<file path="src/rtl/seg7_scan_driver.sv">
// seg7_scan_driver: time-multiplexed driver for a 4-digit common-anode
// 7-segment display. Each digit slot starts with an anode-off guard interval.
// A per-frame input snapshot keeps every frame consistent.
// Optional macro SEG7_BLINK_EN adds per-digit blinking driven by blink_mask.
// When the macro is not defined, blink_mask is accepted but has no effect.
module seg7_scan_driver #(
   parameter int unsigned DIGIT_CYCLES = 100000,
   parameter int unsigned DEAD_CYCLES  = 1000,
   parameter int unsigned BLINK_CYCLES = 25000000
) (
   input  logic        clk,
   input  logic        rst,
   input  logic [15:0] digits,
   input  logic [3:0]  dp_mask,
   input  logic        lz_en,
   input  logic [3:0]  blink_mask,
   output logic [6:0]  seg,
   output logic        dp,
   output logic [3:0]  an,
   output logic        frame_done
);

   localparam int unsigned   CW       = $clog2(DIGIT_CYCLES);
   localparam logic [CW-1:0] CNT_LAST = CW'(DIGIT_CYCLES - 1);
   localparam logic [CW-1:0] CNT_DEAD = CW'(DEAD_CYCLES);

   logic [CW-1:0] cnt;
   logic [1:0]    idx;
   logic [15:0]   snap_digits;
   logic [3:0]    snap_dp;
   logic          snap_lz;
   logic          slot_last;
   logic          frame_start;
   logic          in_dead;
   logic [3:0]    code;
   logic [6:0]    seg_dec;
   logic [3:0]    lz_blank;
   logic [6:0]    seg_next;
   logic          dp_next;
   logic          blink_hit;

   assign slot_last   = (cnt == CNT_LAST);
   assign frame_start = (idx == 2'd0) && (cnt == '0);
   assign in_dead     = (cnt < CNT_DEAD);

`ifdef SEG7_BLINK_EN
   localparam int unsigned   BW         = (BLINK_CYCLES > 1) ? $clog2(BLINK_CYCLES) : 1;
   localparam logic [BW-1:0] BLINK_LAST = BW'(BLINK_CYCLES - 1);

   logic [BW-1:0] blink_cnt;
   logic          blink_phase;
   logic [3:0]    snap_blink;

   // Free-running blink timebase; phase flips once per half-period.
   always_ff @(posedge clk or posedge rst) begin
      if (rst) begin
         blink_cnt   <= '0;
         blink_phase <= 1'b0;
      end else if (blink_cnt == BLINK_LAST) begin
         blink_cnt   <= '0;
         blink_phase <= ~blink_phase;
      end else begin
         blink_cnt   <= blink_cnt + 1'b1;
      end
   end

   assign blink_hit = blink_phase & snap_blink[idx];
`else
   logic unused_blink;

   assign unused_blink = ^blink_mask;
   assign blink_hit    = 1'b0;
`endif

   // Slot counter and digit index; index advances when the slot wraps.
   always_ff @(posedge clk or posedge rst) begin
      if (rst) begin
         cnt <= '0;
         idx <= 2'd0;
      end else if (slot_last) begin
         cnt <= '0;
         idx <= idx + 2'd1;
      end else begin
         cnt <= cnt + 1'b1;
      end
   end

   // Capture all display inputs once per frame, at the first cycle of digit 0.
   always_ff @(posedge clk or posedge rst) begin
      if (rst) begin
         snap_digits <= 16'hFFFF;
         snap_dp     <= '0;
         snap_lz     <= 1'b0;
`ifdef SEG7_BLINK_EN
         snap_blink  <= '0;
`endif
      end else if (frame_start) begin
         snap_digits <= digits;
         snap_dp     <= dp_mask;
         snap_lz     <= lz_en;
`ifdef SEG7_BLINK_EN
         snap_blink  <= blink_mask;
`endif
      end
   end

   // Decode the current digit from the snapshot, with leading-zero and blink blanking.
   always_comb begin
      code = snap_digits[{idx, 2'b00} +: 4];
      case (code)
         4'd0:    seg_dec = 7'b1000000;
         4'd1:    seg_dec = 7'b1111001;
         4'd2:    seg_dec = 7'b0100100;
         4'd3:    seg_dec = 7'b0110000;
         4'd4:    seg_dec = 7'b0011001;
         4'd5:    seg_dec = 7'b0010010;
         4'd6:    seg_dec = 7'b0000010;
         4'd7:    seg_dec = 7'b1111000;
         4'd8:    seg_dec = 7'b0000000;
         4'd9:    seg_dec = 7'b0010000;
         4'd10:   seg_dec = 7'b0111111;
         default: seg_dec = 7'b1111111;
      endcase
      // Blanking ripples down from the leftmost digit; digit 0 always shows.
      lz_blank[3] = snap_lz     & (snap_digits[15:12] == 4'd0);
      lz_blank[2] = lz_blank[3] & (snap_digits[11:8]  == 4'd0);
      lz_blank[1] = lz_blank[2] & (snap_digits[7:4]   == 4'd0);
      lz_blank[0] = 1'b0;
      seg_next = (lz_blank[idx] | blink_hit) ? 7'b1111111 : seg_dec;
      dp_next  = blink_hit ? 1'b1 : ~snap_dp[idx];
   end

   // Registered display outputs and end-of-frame pulse.
   always_ff @(posedge clk or posedge rst) begin
      if (rst) begin
         an         <= 4'b1111;
         seg        <= 7'b1111111;
         dp         <= 1'b1;
         frame_done <= 1'b0;
      end else begin
         frame_done <= (idx == 2'd3) && slot_last;
         if (in_dead) begin
            an  <= 4'b1111;
            seg <= 7'b1111111;
            dp  <= 1'b1;
         end else begin
            an  <= ~(4'b0001 << idx);
            seg <= seg_next;
            dp  <= dp_next;
         end
      end
   end

endmodule

</file>
<file path="config.mk">
export PLATFORM = sky130hd
export DESIGN_NAME = seg7_scan_driver
export DESIGN_NICKNAME = d
export VERILOG_FILES = /design/src/rtl/seg7_scan_driver.sv
export SDC_FILE = /design/constraint.sdc
export NUM_CORES = 1
export LEC_CHECK = 0
export CAP_MARGIN = 20
export CORE_AREA = 2 2 70 72
export DETAILED_ROUTE_END_ITERATION = 16
export DIE_AREA = 0 0 72 74
export HOLD_SLACK_MARGIN = 0.06
export MAX_ROUTING_LAYER = met4
export PLACE_DENSITY_LB_ADDON = 0.05
export REMOVE_ABC_BUFFERS = 1
export SETUP_SLACK_MARGIN = 0.1
export SYNTH_ARGS = -nofsm -noshare
export SYNTH_HDL_FRONTEND = slang
export SYNTH_SLANG_ARGS = --single-unit
</file>
<file path="constraint.sdc">
create_clock -name clk -period 5.9 [get_ports clk]
set_input_delay 0.59 -clock clk [delete_from_list [all_inputs] [get_ports clk]]
set_output_delay 0.59 -clock clk [all_outputs]
set_load 0.01 [all_outputs]
</file>
**Word-level counts from Yosys, hierarchy flattened**

Memory sizes are Yosys's and may differ from the RTL's.
Cells that the tools add are included.

- Flip-flop bits (word level): 53
- Bits in latches: 0
- Bits in writable memories: 0
- ROM bits: 112
- Input port bits: 27
- Output and inout bits: 13
- Logic and storage cells: 39
- Memories: 1

Memories:

| name | words | width | read ports | clocked after memory_dff | write ports | line | RTL |
|---|---|---|---|---|---|---|---|
| (no name shown) | 16 | 7 | 1 | 0 | 0 | 110 | `case (code)` |

- $add $sub $neg: 2
- Multipliers: 0
- Divide/modulo/power cells: 0
- $lt $le $gt $ge: 2
- Equality and inequality tests: 2
- Shift operators: 2
- Multiplexer cells: 9
- Bitwise logic cells: 5
- Reduce and logical (&&, ||, !) cells: 7

Operator list:

| kind | count |
|---|---|
| adder 17 x 1 -> 17 bit, second input constant | 1 |
| equality test 17 bit, second input constant | 1 |
| logical NOT 17 bit | 1 |
| < comparator 17 x 10 -> 1 bit, second input constant | 1 |
| two-way mux 17 bit | 1 |
| variable part select 16 x 5 -> 4 bit | 1 |
| two-way mux 7 bit | 2 |
| logical NOT 4 bit | 3 |
| binary-select mux 1 bit (select 2 bit) | 2 |
| two-way mux 4 bit | 1 |
| inverter 4 bit | 1 |
| left shift 1 x 2 -> 4 bit, first input constant | 1 |
| bitwise AND 1 bit | 3 |
| < comparator 2 x 3 -> 1 bit, second input constant | 1 |
| two-way mux 1 bit | 3 |
| adder 2 x 1 -> 2 bit, second input constant | 1 |
| equality test 2 bit, second input constant | 1 |
| logical AND 1 bit | 2 |
| logical NOT 2 bit | 1 |
| inverter 1 bit | 1 |

**Depth between registers and ports, before layout**

- Depth in word-level cells: 8
- Mapped depth: 8
- Gate-level depth less buffers: 7

**Worst setup path after synthesis**

No wires, ideal clock.

- Kind: reg2reg
- Start point: register idx[0]
- End point: register snap_dp[0]
- Setup time: 0.125 ns
- Arrival: 1.803 ns
- Slack: 3.972 ns
- Cell stages (with the launch flop): 8
- Period minus slack after synthesis: 1.928 ns
- Cells stage by stage: dfrtp_1 -> buf_2 -> inv_1 -> ha_1 -> nand3_1 -> nor4_4 -> buf_6 -> mux2_2

- Longest elaborated chain between the ends: 2

Ends and longest elaborated chain:

| what | line | RTL |
|---|---|---|
| start, declared | 28 | `logic [1:0] idx;` |
| start signal, assigned | 82 | `idx <= idx + 2'd1;` |
| logical NOT 2 bit | 43 | `assign frame_start = (idx == 2'd0) && (cnt == '0);` |
| logical AND 1 bit | 43 |  |
| end signal, assigned | 99 | `snap_dp <= dp_mask;` |
| end, declared | 30 | `logic [3:0] snap_dp;` |

No other way between the ends.
A chain may end at the register's enable or synchronous reset.

**Worst setup path in the final report**

- Start point: register cnt[14]
- End point: register idx[1]

- Longest elaborated chain between the ends: 1

Ends and longest elaborated chain:

| what | line | RTL |
|---|---|---|
| start, declared | 27 | `logic [CW-1:0] cnt;` |
| start signal, assigned | 84 | `cnt <= cnt + 1'b1;` |
| equality test 17 bit | 42 | `assign slot_last = (cnt == CNT_LAST);` |

No other way between the ends.

==> results.py <==
metrics = {
    "status": {
        "status": "complete, no violations",
    },
    "pwr": {
        "power.share.clock_pct": 32.3,
        "p_per_area_nw_per_um2": 203.5,
        "pwr-share-seq_pct": 60.6,
        "switching_share_pct": 21.33,
        "p_int_mw": 0.4962,
        "power_switching_mw": 0.1346,
        "power_leakage_nw": 1.225,
        "ir_worst_vdd_v": 0.0001314,
        "power_frac_comb_pct": 7.1,
        "fin_total_pwr_mw": 0.6307,
    },
    "clock_tree": {
        "holdBufCountCts": 0,
        "cts_tree": "yes",
        "ctsHtreeMaxLevel": 2,
        "cts_root_buffer": "clkbuf_8",
        "clock-sinks": 53,
        "cts_buffers": 5,
        "clockBufferDepth": 2,
        "cts_setup_buffers": 0,
        "clkTransAtPathRegs_ps": 90,
        "clock_latency_ps": 300,
        "cts_resized": 0,
    },
    "logic_synthesis": {
        "synth_top_cells_by_count": "28 x dfstp_2, 25 x dfrtp_1, 20 x mux2_2, 17 x nand2_1, 14 x nand3_1",
        "yosys.area.top_type": "dfstp_2",
        "synth_area_um2": 2601,
        "async_flop_share_pct": 100.0,
        "synthTopCellsByArea": "dfstp_2 28%, dfrtp_1 24%, mux2_2 8.7%",
        "yosys_warnings": 0,
        "synth-seq-cells": 53,
        "ys_seq_area_share_pct": 52.33,
        "syn_area_per_cell_um2": 12.39,
        "synthFlopType": "dfstp_2",
        "synth_enable_flop_cells": 0,
        "yosysUniqueCellTypes": 36,
        "netlist.area_leader.share_pct": 28.28,
        "synthCells": 210,
        "yosysMostFrequentCell": "dfstp_2",
    },
    "floorplanning": {
        "die_h_um": 74,
        "initial_core_util_pct": 56.57,
        "chipWidth_um": 72,
        "die_area_um2": 5328,
        "io_pins": 40,
        "rows": 25,
        "coreArea_um2": 4598,
    },
    "sta": {
        "worst-slew-pin-transition_ps": 702.8,
        "setup_viol": 0,
        "period_needed_ps": 2259,
        "final_max_slew_viol_count": 0,
        "fin_hold_ws_ps": 517.6,
        "fmax_mhz": 442.6,
        "rsz0062_at_grt": "false",
        "finalHoldViolCount": 0,
        "finClkSkew_ps": 6.170,
        "slew_headroom_pct": 52.80,
        "fin_crit_sh_pct": 38.30,
        "tns_ps": 0,
    },
    "worst_setup_path": {
        "worstPathMaxFanout": 12,
        "cp_cell_sequence": "nor4_1, inv_1, nor4_4, mux2_2",
        "slowest_stage": "nor4_4",
        "endpoint": "idx[1]",
        "critPathKind": "reg2reg",
        "r2r-end": "idx[1]",
        "path_depth": 4,
        "cp.required_ps": 6090,
        "reg2reg_slack_ps": 3640,
        "worst-r2r-cell-count": 4,
        "crit_path_end_kind": "flop",
        "cpPeakStageDelay_ps": 670,
        "critPathLaunchType": "flop",
        "crit_start": "cnt[14]",
        "path_delay_family": "simple AND/OR/NAND/NOR gates",
        "r2r_start": "cnt[14]",
        "arrival_ps": 2450,
        "worst-path-buf-inv": 1,
    },
    "detailed_routing": {
        "drt_wl_total_um": 4435,
        "highest_layer": "met4",
        "drtPass1Iterations": 4,
        "vias": 1715,
        "drc_errors": 0,
        "via_per_inst": 5.641,
        "wl_per_cell_um": 14.59,
        "wl_met1_um": 2130,
        "ant_nets": 0,
        "met3WireLength_um": 154,
        "drt_iter0_drc": 90,
        "wl_met2_um": 2102,
    },
    "global_route": {
        "grt_max_degree": 54,
        "track_usage_pct": 19.50,
        "grt_pass1_vias": 1757,
        "antenna_found_initial": 0,
        "grt_pass1_wl_um": 7803,
        "overflow": 0,
    },
    "finish": {
        "multi_input_comb_area_um2": 1164,
        "final_area_um2": 3099,
        "n_antenna_cell": 0,
        "final_cells": 304,
        "post_route_cells_drive_above_1_share_pct": 27.20,
        "fillers": 359,
        "area_growth_pct": 19.14,
        "final_nets": 287,
        "regArea_um2": 1361,
    },
    "placement": {
        "gp_congestion": 0.9005,
        "dp_hpwl_um": 3375,
        "place_area_um2": 2988,
        "dp_cells": 295,
        "port_buffers": 35,
    },
    "worst_hold_path": {
        "min_path_type": "reg2reg",
    },
    "flow_run": {
        "max_cap_violations": 0,
    },
}
-- flip-flops by register name, indices dropped and copies added, names as in the netlist --
name,cells
dp,1
seg,7
idx,2
frame_done,1
an,4
cnt,17
snap_digits,16
snap_dp,4
snap_lz,1
-- per-stage QoR --
| step | setup slack, ps | utilization (%) |
|---|---|---|
| 3_3_place_gp | 3690 | 64.98 |
| 4_1_cts | 3631 | 66.97 |
| 2_1_floorplan | 3581 | - |
| 3_5_place_dp | 3646 | 64.98 |
| 5_1_grt | 3510 | 67.40 |
| 6_report | 3641 | 67.40 |
-- worst register-to-register path, cell delays in order, from the launching register on --
cell	delay (ps)
dfrtp_1	430
nor4_1	490
inv_1	150
nor4_4	670
mux2_2	410
-- power groups by stage --
stage | clock [mW] | sequential, mW | combinational, mW
after floorplan | 0 | 0.386 | 0.0245
after global placement | 0 | 0.388 | 0.0419
after detailed placement | 0 | 0.389 | 0.0441
after CTS | 0.210 | 0.382 | 0.0442
after global routing | 0.228 | 0.383 | 0.0502
final | 0.204 | 0.382 | 0.0448
-- layer usage --
layer  vias up  track usage [%]
met5         -                -
met4         0            7.338
met3         5            3.388
met2        42            29.84
met1       852            26.45
li1        816                -
-- logic make-up (layout without fill, tap and decap cells) --
group                      after synthesis  after routing  share of synthesized area, %
and+or+nand+nor                         69             69                         14.57
buffers and inverters                   15             55                         2.934
DFF                                     53             53                         52.33
xor gates and xnor gates                18             18                         6.061
adders and majority gates               11             11                         5.291
muxes                                   28             28                         14.72
AOI/OAI and AO/OA                       16             16                         4.089
-- worst min path at each step --
stage                     slack (ps)  cells past startpoint  startpoint          to
after floorplan                  480                      1  snap_dp[2]  snap_dp[2]
after global placement           490                      1  snap_dp[2]  snap_dp[2]
after detailed placement         490                      1  snap_dp[0]  snap_dp[0]
after CTS                        520                      1  snap_dp[0]  snap_dp[0]
after global routing             550                      1      cnt[8]      cnt[8]
final                            520                      1  snap_dp[1]  snap_dp[1]
-- cell type report --
type | count | share of cell area, %
clock buffers | 6 | 2.665
clock inverters | 2 | 0.2826
inverters | 10 | 1.211
multi-input cells | 142 | 37.55
flip-flops and latches | 53 | 43.92
well taps | 54 | 2.180
repair buffers | 37 | 12.19
-- cells in the final DEF, fill, tap and decap left out, types with 2 or more instances in the layout --
cell type,instances
o211ai_1,3
dfrtp_1,25
nor4_4,2
nor2_1,12
clkbuf_8,6
mux2_1,2
mux2_2,20
xnor2_1,13
dfstp_2,28
nand4_1,3
clkdlybuf4s50_1,35
nor3_1,3
ha_1,11
nor2b_1,2
nand2_1,17
a21oi_1,2
nor4_1,4
xor2_1,5
inv_1,9
and2_1,4
and4_1,2
nand3_1,14
or3_1,3
o21ai_0,5
mux4_2,6
No activity file was read; power rests on OpenSTA's default activity.
